==> src/rtl/keypad_pkg.sv <==
`default_nettype none
// ============================================================================
// Module   : keypad_pkg
// Brief    : Shared types and constants for the 4x4 keypad digit-entry block:
//            FSM state and scan-result encodings, key index constants and the
//            key-index-to-function table.
// Revision : 1.0 - initial release
// ============================================================================
package keypad_pkg;

    // Debounce FSM state encoding
    typedef logic [1:0] kp_state_t;
    localparam kp_state_t c_ST_IDLE     = 2'd0;
    localparam kp_state_t c_ST_DEBOUNCE = 2'd1;
    localparam kp_state_t c_ST_PRESSED  = 2'd2;

    // Classification of one complete 16-key scan
    typedef logic [1:0] kp_result_t;
    localparam kp_result_t c_RES_NONE   = 2'd0;
    localparam kp_result_t c_RES_SINGLE = 2'd1;
    localparam kp_result_t c_RES_MULTI  = 2'd2;

    // Key index = row*4 + col
    localparam logic [3:0] c_KEY_A    = 4'd3;
    localparam logic [3:0] c_KEY_B    = 4'd7;
    localparam logic [3:0] c_KEY_C    = 4'd11;
    localparam logic [3:0] c_KEY_STAR = 4'd12;
    localparam logic [3:0] c_KEY_HASH = 4'd14;
    localparam logic [3:0] c_KEY_D    = 4'd15;

    // Function of each key, nibble i = key index i.
    // Layout: 1 2 3 A / 4 5 6 B / 7 8 9 C / * 0 # D  (A-D = 4'hA-4'hD, *=E, #=F)
    localparam logic [63:0] c_KEY_TABLE = 64'hDF0E_C987_B654_A321;

    function automatic logic [3:0] key_func(input logic [3:0] idx);
        return c_KEY_TABLE[{idx, 2'b00} +: 4];
    endfunction

endpackage
`default_nettype wire

==> src/rtl/keypad_scan.sv <==
`default_nettype none
// ============================================================================
// Module   : keypad_scan
// Brief    : Column scanner for a 4x4 active-low keypad. Synchronizes ROW,
//            rotates the column drive every SCAN_DIV cycles, latches the rows
//            per column and classifies each complete scan.
// Revision : 1.0 - initial release
// ============================================================================
module keypad_scan
    import keypad_pkg::*;
#(
    parameter int SCAN_DIV = 50000
) (
    input  logic       clk,
    input  logic       rst,
    input  logic [3:0] i_row,
    output logic [3:0] o_col,
    output logic       o_scan_done,
    output kp_result_t o_result,
    output logic [3:0] o_key_index
);

    localparam int c_DIV_W = (SCAN_DIV > 1) ? $clog2(SCAN_DIV) : 1;

    logic [3:0]         r_row_meta;
    logic [3:0]         r_row_sync;
    logic [c_DIV_W-1:0] r_div;
    logic [1:0]         r_col_idx;
    logic [15:0]        r_latch;     // bit row*4+col, low = key closed
    logic               r_scan_done;
    logic               w_div_tc;
    logic               w_any_low;
    logic               w_multi_low;
    logic [3:0]         w_low_index;

    assign w_div_tc    = (r_div == c_DIV_W'(SCAN_DIV - 1));
    assign o_col       = ~(4'b0001 << r_col_idx);
    assign o_scan_done = r_scan_done;
    assign o_key_index = w_low_index;

    // Two-flop synchronizer for the asynchronous row inputs (idle = all high)
    always_ff @(posedge clk or posedge rst) begin
        if (rst) begin
            r_row_meta <= 4'hF;
            r_row_sync <= 4'hF;
        end else begin
            r_row_meta <= i_row;
            r_row_sync <= r_row_meta;
        end
    end

    // Divider, row latch for the driven column, column rotation and scan_done
    always_ff @(posedge clk or posedge rst) begin
        if (rst) begin
            r_div       <= '0;
            r_col_idx   <= 2'd0;
            r_latch     <= '1;
            r_scan_done <= 1'b0;
        end else begin
            r_scan_done <= 1'b0;
            if (w_div_tc) begin
                r_div <= '0;
                for (int r = 0; r < 4; r++) begin
                    r_latch[{2'(r), r_col_idx}] <= r_row_sync[r];
                end
                r_col_idx   <= r_col_idx + 2'd1;
                r_scan_done <= (r_col_idx == 2'd3);
            end else begin
                r_div <= r_div + c_DIV_W'(1);
            end
        end
    end

    // Count low bits (none / one / several) and locate the low bit
    always_comb begin
        w_any_low   = 1'b0;
        w_multi_low = 1'b0;
        w_low_index = 4'd0;
        for (int i = 15; i >= 0; i--) begin
            if (!r_latch[i]) begin
                if (w_any_low) begin
                    w_multi_low = 1'b1;
                end
                w_any_low   = 1'b1;
                w_low_index = 4'(i);
            end
        end
        if (w_multi_low) begin
            o_result = c_RES_MULTI;
        end else if (w_any_low) begin
            o_result = c_RES_SINGLE;
        end else begin
            o_result = c_RES_NONE;
        end
    end

endmodule
`default_nettype wire

==> src/rtl/keypad_digit_entry.sv <==
`default_nettype none
// ============================================================================
// Module   : keypad_digit_entry
// Brief    : Debounced 4x4 keypad front end producing digit, clear and enter
//            strobes for the barcode shift-register interface, plus a count
//            of digits entered since the last clear or enter.
// Revision : 1.0 - initial release
// ============================================================================
module keypad_digit_entry
    import keypad_pkg::*;
#(
    parameter int SCAN_DIV       = 50000,
    parameter int DEBOUNCE_SCANS = 20,
    parameter int MAX_DIGITS     = 4
) (
    input  logic       CLK,
    input  logic       RESET,
    input  logic [3:0] ROW,
    output logic [3:0] COL,
    output logic [3:0] Digit_out,
    output logic       DigitStrobe,
    output logic       ClearStrobe,
    output logic       EnterStrobe,
    output logic [2:0] DigitCount,
    output logic       KeyHeld
);

    localparam int               c_CNT_W = $clog2(DEBOUNCE_SCANS + 1);
    localparam logic [c_CNT_W-1:0] c_DS  = c_CNT_W'(DEBOUNCE_SCANS);
    localparam logic [2:0]       c_MAX   = 3'(MAX_DIGITS);

    logic               w_scan_done;
    kp_result_t         w_result;
    logic [3:0]         w_key_index;

    kp_state_t          r_state,  w_state_nxt;
    logic [c_CNT_W-1:0] r_cnt,    w_cnt_nxt;
    logic [3:0]         r_cand,   w_cand_nxt;
    logic               w_accept;

    logic [3:0]         r_digit,  w_digit_nxt;
    logic               r_dstb,   w_dstb_nxt;
    logic               r_cstb,   w_cstb_nxt;
    logic               r_estb,   w_estb_nxt;
    logic [2:0]         r_count,  w_count_nxt;
    logic [3:0]         w_func;
    logic               w_is_digit;

    keypad_scan #(
        .SCAN_DIV    (SCAN_DIV)
    ) u_scan (
        .clk         (CLK),
        .rst         (RESET),
        .i_row       (ROW),
        .o_col       (COL),
        .o_scan_done (w_scan_done),
        .o_result    (w_result),
        .o_key_index (w_key_index)
    );

    assign Digit_out   = r_digit;
    assign DigitStrobe = r_dstb;
    assign ClearStrobe = r_cstb;
    assign EnterStrobe = r_estb;
    assign DigitCount  = r_count;
    assign KeyHeld     = (r_state == c_ST_PRESSED);

    assign w_func     = key_func(r_cand);
    assign w_is_digit = !(r_cand inside {c_KEY_A, c_KEY_B, c_KEY_C, c_KEY_D,
                                         c_KEY_STAR, c_KEY_HASH});

    // State register: FSM state, debounce counter, candidate key and outputs
    always_ff @(posedge CLK or posedge RESET) begin
        if (RESET) begin
            r_state <= c_ST_IDLE;
            r_cnt   <= '0;
            r_cand  <= 4'd0;
            r_digit <= 4'hF;
            r_dstb  <= 1'b0;
            r_cstb  <= 1'b0;
            r_estb  <= 1'b0;
            r_count <= 3'd0;
        end else begin
            r_state <= w_state_nxt;
            r_cnt   <= w_cnt_nxt;
            r_cand  <= w_cand_nxt;
            r_digit <= w_digit_nxt;
            r_dstb  <= w_dstb_nxt;
            r_cstb  <= w_cstb_nxt;
            r_estb  <= w_estb_nxt;
            r_count <= w_count_nxt;
        end
    end

    // Next state: debounce press then release, stepping only on scan_done
    always_comb begin
        w_state_nxt = r_state;
        w_cnt_nxt   = r_cnt;
        w_cand_nxt  = r_cand;
        w_accept    = 1'b0;
        if (w_scan_done) begin
            case (r_state)
                c_ST_IDLE: begin
                    if (w_result == c_RES_SINGLE) begin
                        w_cand_nxt  = w_key_index;
                        w_cnt_nxt   = c_CNT_W'(1);
                        w_state_nxt = c_ST_DEBOUNCE;
                    end
                end
                c_ST_DEBOUNCE: begin
                    if ((w_result == c_RES_SINGLE) && (w_key_index == r_cand)) begin
                        if (r_cnt + c_CNT_W'(1) == c_DS) begin
                            w_accept    = 1'b1;
                            w_cnt_nxt   = '0;
                            w_state_nxt = c_ST_PRESSED;
                        end else begin
                            w_cnt_nxt = r_cnt + c_CNT_W'(1);
                        end
                    end else begin
                        w_cnt_nxt   = '0;
                        w_state_nxt = c_ST_IDLE;
                    end
                end
                c_ST_PRESSED: begin
                    // Any key activity restarts the release count; no repeat
                    if (w_result == c_RES_NONE) begin
                        if (r_cnt + c_CNT_W'(1) == c_DS) begin
                            w_cnt_nxt   = '0;
                            w_state_nxt = c_ST_IDLE;
                        end else begin
                            w_cnt_nxt = r_cnt + c_CNT_W'(1);
                        end
                    end else begin
                        w_cnt_nxt = '0;
                    end
                end
                default: begin
                    w_cnt_nxt   = '0;
                    w_state_nxt = c_ST_IDLE;
                end
            endcase
        end
    end

    // Outputs: decode the accepted key into at most one strobe
    always_comb begin
        w_digit_nxt = r_digit;
        w_count_nxt = r_count;
        w_dstb_nxt  = 1'b0;
        w_cstb_nxt  = 1'b0;
        w_estb_nxt  = 1'b0;
        if (w_accept) begin
            if (w_is_digit) begin
                if (r_count < c_MAX) begin
                    w_digit_nxt = w_func;
                    w_dstb_nxt  = 1'b1;
                    w_count_nxt = r_count + 3'd1;
                end
            end else if (r_cand == c_KEY_STAR) begin
                w_cstb_nxt  = 1'b1;
                w_count_nxt = 3'd0;
            end else if ((r_cand == c_KEY_HASH) && (r_count == c_MAX)) begin
                w_estb_nxt  = 1'b1;
                w_count_nxt = 3'd0;
            end
        end
    end

endmodule
`default_nettype wire

==> config.mk <==
export PLATFORM = sky130hd
export DESIGN_NAME = keypad_digit_entry
export DESIGN_NICKNAME = d
export VERILOG_FILES = /design/src/rtl/keypad_pkg.sv /design/src/rtl/keypad_scan.sv /design/src/rtl/keypad_digit_entry.sv
export SDC_FILE = /design/constraint.sdc
export NUM_CORES = 1
export LEC_CHECK = 0
export BUFFER_PORTS_ARGS = -buffer_cell sky130_fd_sc_hd__buf_4
export CAP_MARGIN = 20
export CORE_MARGIN = 3
export CORE_UTILIZATION = 60
export DETAILED_ROUTE_END_ITERATION = 10
export HOLD_SLACK_MARGIN = 0.15
export PLACE_DENSITY = 0.79
export RECOVER_POWER = 50
export SLEW_MARGIN = 25
export SYNTH_ARGS = -nofsm -noshare
export SYNTH_HDL_FRONTEND = slang
export SYNTH_SLANG_ARGS = --single-unit
export TNS_END_PERCENT = 100
==> constraint.sdc <==
create_clock -name CLK -period 4.3 [get_ports CLK]
set_input_delay 1.29 -clock CLK [delete_from_list [all_inputs] [get_ports CLK]]
set_output_delay 1.29 -clock CLK [all_outputs]
set_load 0.1 [all_outputs]
==> flow_summary.toml, run 1 <==
[routing]
num_vias = 2506
drt_iter0_markers = 111
wl_um = 6160
drc = 0
drtAntennaViolNets = 0
first_pass_iters = 4
wl_per_cell_um = 14.2
avgViaCountPerCell = 5.76

[synthesis]
synthArstFlopShare_pct = 100
synth.net_count = 359
yosysUniqueCellTypes = 56
ys.flop_type = "dfrtp_1"
netlist_area_sq_mm = 0.00345
synth_edf_count = 0
ys.warnings.count = 0
ys_seq_elements = 64
syn_inst = 339
synth.avg_cell_area_sq_um = 10.2
yosysSeqAreaShare_pct = 47.4

[layout]
postLayoutCellArea_sq_mm = 0.00388
fill_cells = 400
regArea_sq_mm = 0.00164
area_growth_pct = 12.6
n_antenna_cell = 0
nets = 380
drive_above_1_share_pct = 24.9
multi_input_area_sq_mm = 0.00165
final_cells = 435

[power_and_ir_drop]
seq_power_share_pct = 49.0
p_switching_mw = 0.235
p_per_area_mw_per_mm2 = 322
p_sw_share_pct = 18.8
internal-power_mw = 1.01
comb_power_share_pct = 1.2
pwr-share-clk_pct = 49.8
ir_drop_uv = 215
leakagePower_nw = 1.71

[clock_network]
cts_setup_buffers = 0
cts_tree = "yes"
cts.path.max_buffers = 2
cts_hold_buf = 0
cts.repair.resized = 0
cts_max_level = 3
clk_latency_ns = 0.33
clk_pin_slew_ns = 0.07
cts.sinks = 64
ctsRootBufferMaster = "clkbuf_8"
cts_made_buffers = 9

[placed_design]
place_inst = 419
dp_hpwl_um = 4460
place_area_sq_mm = 0.00365
numPortBuffers = 20
gp_congestion = 0.805
post-place-ws_ns = 1.55

[timing]
setup_viol = 0
setup_slack_ns = 1.51
fin_tns_setup_ns = 0
slew_headroom_pct = 33.6
rsz0062_at_grt = "false"
hold_viol = 0
fin_crit_ns = 2.79
final_max_slew_viol_count = 0
worst_pin_slew_ns = 0.995
fin_crit_sh_pct = 64.8
fmax_ghz = 0.359
finalClockSkew_ns = 0.00553

[floorplan]
dieArea_sq_mm = 0.00670
fp.coreArea_sq_mm = 0.00534
core.rowCount = 26
boundaryPins = 21
initial_core_util_pct = 64.7
die_x_um = 81.8
die_h_um = 81.8

[global_routing]
grt_max_degree = 39
grt_pass1_wl_um = 10900
grt_usage_pct = 21.3
globalRoute.totalOverflow = 0
antenna_found_initial = 0
grt_pass1_vias = 2414

[job]
cap_violations = 0

[hold_path]
holdCritStartpoint = "u_scan.r_row_meta[2]"
whs_path_depth = 0
hold-path-endpoint = "u_scan.r_row_sync[2]"
hold_class = "reg2reg"

[setup_path]
crit_type = "reg2reg"
rr_startpoint = "u_scan.r_latch[12]"
endpoint_kind = "flop"
cp.arrival_ns = 3.00
reg2reg_slack_ns = 1.51
start_kind = "flop"
crit_required_ns = 4.52
r2r_cells = 7
reg2reg_to = "DigitCount[1]"
worst-path-max-fanout = 12

[status]
status = "complete, no violations"
## per-layer routing
metal | vias up | part of all wire (%) | global-route usage (%)
li1 | 1239 | - | -
met1 | 1213 | 47 | 26.8
met2 | 45 | 48 | 35.8
met3 | 9 | 3.7 | 5.59
met4 | 0 | 1.3 | 6.98
met5 | - | 0 | 0
## how the worst max path moves through the flow
stage               cells after the start       endpoint          startpoint
finish                                  7  DigitCount[1]  u_scan.r_latch[12]
global route                            7  DigitCount[1]   u_scan.r_latch[2]
CTS                                     7  DigitCount[1]  u_scan.r_latch[12]
detailed placement                      7  DigitCount[1]  u_scan.r_latch[12]
global placement                        7   Digit_out[0]  u_scan.r_latch[12]
floorplan                               1        KeyHeld          r_state[1]
## Yosys cell counts (3+ instances only)
cell type / count / area share (%)
xor2_1: 5 / 1.3
a31oi_1: 4 / 0.73
mux2_1: 4 / 1.3
a211oi_1: 6 / 1.3
inv_1: 26 / 2.8
buf_2: 8 / 1.2
nand4_1: 8 / 1.5
mux2_2: 19 / 6.2
nand2_1: 30 / 3.3
dfstp_2: 28 / 21
dfrtp_1: 36 / 26
nor3_1: 4 / 0.58
clkbuf_1: 4 / 0.43
nor2b_1: 6 / 1.1
nor2_1: 30 / 3.3
a21boi_0: 3 / 0.65
xnor2_1: 11 / 2.8
a21oi_1: 10 / 1.5
and3_1: 8 / 1.5
o2111ai_1: 4 / 1.0
nand3_1: 14 / 2.0
ha_1: 14 / 5.1
o21ai_0: 11 / 1.6
and4_1: 3 / 0.76
## cell families after synthesis
group | share of synthesized area (%)
simple gates | 18.9
fa+ha+maj | 5.66
compound gates | 11.5
buf+inv | 4.64
xor+xnor | 4.06
mux | 7.80
flops | 47.4
## sequential cells by signal, indices dropped and copies added (netlist names)
register	flops
u_scan.r_latch	16
u_scan.r_col_idx	2
r_cand	4
r_state	2
Digit_out	4
DigitStrobe	1
u_scan.r_div	16
r_cnt	5
EnterStrobe	1
u_scan.r_row_sync	4
u_scan.o_scan_done	1
u_scan.r_row_meta	4
DigitCount	3
ClearStrobe	1
## layout make-up
type | count | area share [%]
sequential | 64 | 42.1
timing repair buffer | 23 | 4.35
clock inverter | 5 | 2.67
clock buffer | 11 | 3.64
inverter | 26 | 2.51
multi-input combinational | 236 | 42.4
tap | 70 | 2.25
## power by group through the flow
stage	clock, mW	sequential [mW]	combinational, mW
5_1_grt	0.667	0.612	0.0176
4_1_cts	0.636	0.612	0.0162
6_report	0.623	0.612	0.0147
3_5_place_dp	0	0.623	0.0163
3_3_place_gp	0	0.622	0.0159
2_1_floorplan	0	0.622	0.00870
## critical path, stage by stage, from the launching register on
cell and delay, ns:
dfstp_2 0.59, and4_1 0.30, a21oi_2 0.08, nor4_2 0.24, o211ai_1 0.21, nor4_4 0.63, o2111ai_1 0.28, mux2_2 0.34
## layout by cell type (no fill, tap or decap), types with 5 or more instances in the layout
cell / instances
a211oi_1: 6
mux2_2: 19
nor2b_1: 6
nor3_1: 5
nor2_1: 30
and3_1: 8
nand4_1: 8
nand3_1: 14
o21ai_0: 11
clkbuf_8: 10
ha_1: 14
clkbuf_4: 5
buf_4: 17
a21oi_1: 10
inv_1: 26
xor2_1: 5
dfrtp_1: 36
nand2_1: 30
xnor2_1: 11
dfstp_2: 28
## per-stage QoR
| step | power [mW] | util (%) | hold WS, ns |
|---|---|---|---|
| finish | 1.25 | 72.8 | 0.349 |
| global route | 1.30 | 72.8 | 0.353 |
| CTS | 1.26 | 73.0 | 0.354 |
| detailed placement | 0.639 | 68.4 | 0.347 |
| global placement | 0.638 | 68.4 | 0.346 |
| floorplan | 0.630 | - | 0.345 |
Power figures use the tool's default switching activity.
==> run 2: changes to the inputs <==
Clock period 4.3 ns to 2.7 ns, I/O delays scaled along.
==> run 2 against run 1 <==
Net effect: final area shrank 0.29%; first-iteration DRC count rose by 6.3%; final cell count grew 0.23%; wire length is 7.2% higher; clock-buffer cell count up 3; combinational power grew 59%; non-clock buffer count up 1; largest cell class unchanged; global-route usage grew 1.3 points; power grew 50%; critical path type unchanged; worst setup slack worse by 1.3 ns; worst hold slack gained 0.0043 ns; sequential power increased by 59%.
==> flow_summary.toml, run 2 (synthesized netlist as in run 1, its figures left out) <==
[layout]
nets = 381
area_growth_pct = 12.3
drive_above_1_share_pct = 25.4
fill_cells = 409
mostFrequentLayoutCells = "dfrtp_1 (36), nand2_1 (30), nor2_1 (30)"
final_common_cell = "dfrtp_1"
postLayoutCellArea_sq_mm = 0.00387
n_antenna_cell = 0
final_util_pct = 72.6
reg.largest.list = "u_scan.r_div (16), u_scan.r_latch (16), r_cnt (5)"

[job]
cap_violations = 0

[routing]
wl_per_cell_um = 15.1
avgViaCountPerCell = 5.80
drc = 0
drt_iter0_markers = 118
first_pass_iters = 4
drtAntennaViolNets = 0
wl_um = 6600
num_vias = 2527

[clock_network]
cts_setup_buffers = 0
ctsRootBufferMaster = "clkbuf_8"
cts_max_level = 3
cts.repair.resized = 0
cts_made_buffers = 9
cts.path.max_buffers = 2
clk_pin_slew_ns = 0.07
cts.sinks = 64
cts_hold_buf = 0
cts_tree = "yes"
clk_latency_ns = 0.34

[timing]
fin_tns_setup_ns = 0
slew_headroom_pct = 33.3
hold_viol = 0
setup_slack_ns = 0.227
final_max_slew_viol_count = 0
finalClockSkew_ns = 0.00683
worst_pin_slew_ns = 1.00
rsz0062_at_grt = "false"
setup_viol = 0
fin_crit_ns = 2.47
fmax_ghz = 0.404
fin_crit_sh_pct = 91.6

[hold_path]
hold_class = "reg2reg"

[setup_path]
cp.arrival_ns = 2.74
worst-path-max-fanout = 7
reg2reg_to = "Digit_out[2]"
rr_startpoint = "u_scan.r_latch[12]"
crit_required_ns = 2.97
r2r_cells = 7
start_kind = "flop"
reg2reg_slack_ns = 0.23
crit_type = "reg2reg"
crit_start = "u_scan.r_latch[12]"
endpoint_kind = "flop"
endpoint = "Digit_out[2]"

[placed_design]
place_area_sq_mm = 0.00367
numPortBuffers = 20
dp_hpwl_um = 4670
gp_congestion = 0.832
post-place-ws_ns = 0.167

[floorplan]
die_h_um = 81.8
die_x_um = 81.8
core.rowCount = 26
dieArea_sq_mm = 0.00670
initial_core_util_pct = 64.7
boundaryPins = 21
fp.coreArea_sq_mm = 0.00534

[global_routing]
grt_pass1_wl_um = 11400
grt_usage_pct = 22.6
antenna_found_initial = 0
globalRoute.totalOverflow = 0
grt_pass1_vias = 2502
grt_max_degree = 44

[power_and_ir_drop]
p_per_area_mw_per_mm2 = 485
ir_drop_uv = 381
leakagePower_nw = 1.70
post-layout-total-power_mw = 1.88

[status]
status = "complete, no violations"
run 2: changes by cell type in the layout (fill, tap and decap cells not counted), sizes merged:
cell / before / now
buf: 17 / 18
clkbuf: 17 / 20
clkinv: 2 / 1
bufinv: 3 / 1
run 2: layout make-up:
type                       count  area, sq um  area share (%)
clock buffer                  14          184            4.75
clock inverter                 2         35.0           0.904
inverter                      26         97.6            2.52
multi-input combinational    236         1660            42.7
sequential                    64         1640            42.2
tap                           70         87.6            2.26
timing repair buffer          24          178            4.59
run 2: worst min path at each step:
stage          slack (ns)              endpoint  depth (start not counted)                  from
2_1_floorplan        0.35  u_scan.r_row_sync[0]                          0  u_scan.r_row_meta[0]
3_3_place_gp         0.35  u_scan.r_row_sync[2]                          0  u_scan.r_row_meta[2]
3_5_place_dp         0.35  u_scan.r_row_sync[2]                          0  u_scan.r_row_meta[2]
4_1_cts              0.36  u_scan.r_row_sync[1]                          0  u_scan.r_row_meta[1]
5_1_grt              0.36  u_scan.r_row_sync[1]                          0  u_scan.r_row_meta[1]
6_report             0.35  u_scan.r_row_sync[1]                          0  u_scan.r_row_meta[1]
run 2: report_power, final:
part	switching (mW)	leakage [nW]	internal (mW)	total (mW)
Combinational	0.0185	0.811	0.00484	0.0233
Sequential	0.00390	0.779	0.972	0.976
Clock	0.348	0.112	0.532	0.881
Total	0.371	1.70	1.51	1.88
run 2: metal layers:
layer / track usage, % / part of all wire [%] / vias to the layer above / routed length [um]
li1: - / - / 1245 / -
met1: 27.3 / 44 / 1198 / 2900
met4: 10.8 / 2.1 / 0 / 136
met5: 0 / 0 / - / 0
met3: 6.36 / 5.0 / 15 / 331
met2: 37.2 / 49 / 69 / 3230
run 2: through the flow:
stage / hold WS (ns) / cells
after CTS: 0.357 / 436
after floorplan: 0.345 / 339
after detailed placement: 0.348 / 420
after global routing: 0.360 / 436
final: 0.353 / 436
after global placement: 0.345 / 420
run 2: critical path: stages (launching register included):
cell and delay, ns:
dfstp_2 0.58, and4_1 0.30, a21oi_2 0.08, nor4_2 0.24
o211ai_1 0.21, nor4_4 0.40, nand4_2 0.23, mux2_1 0.37
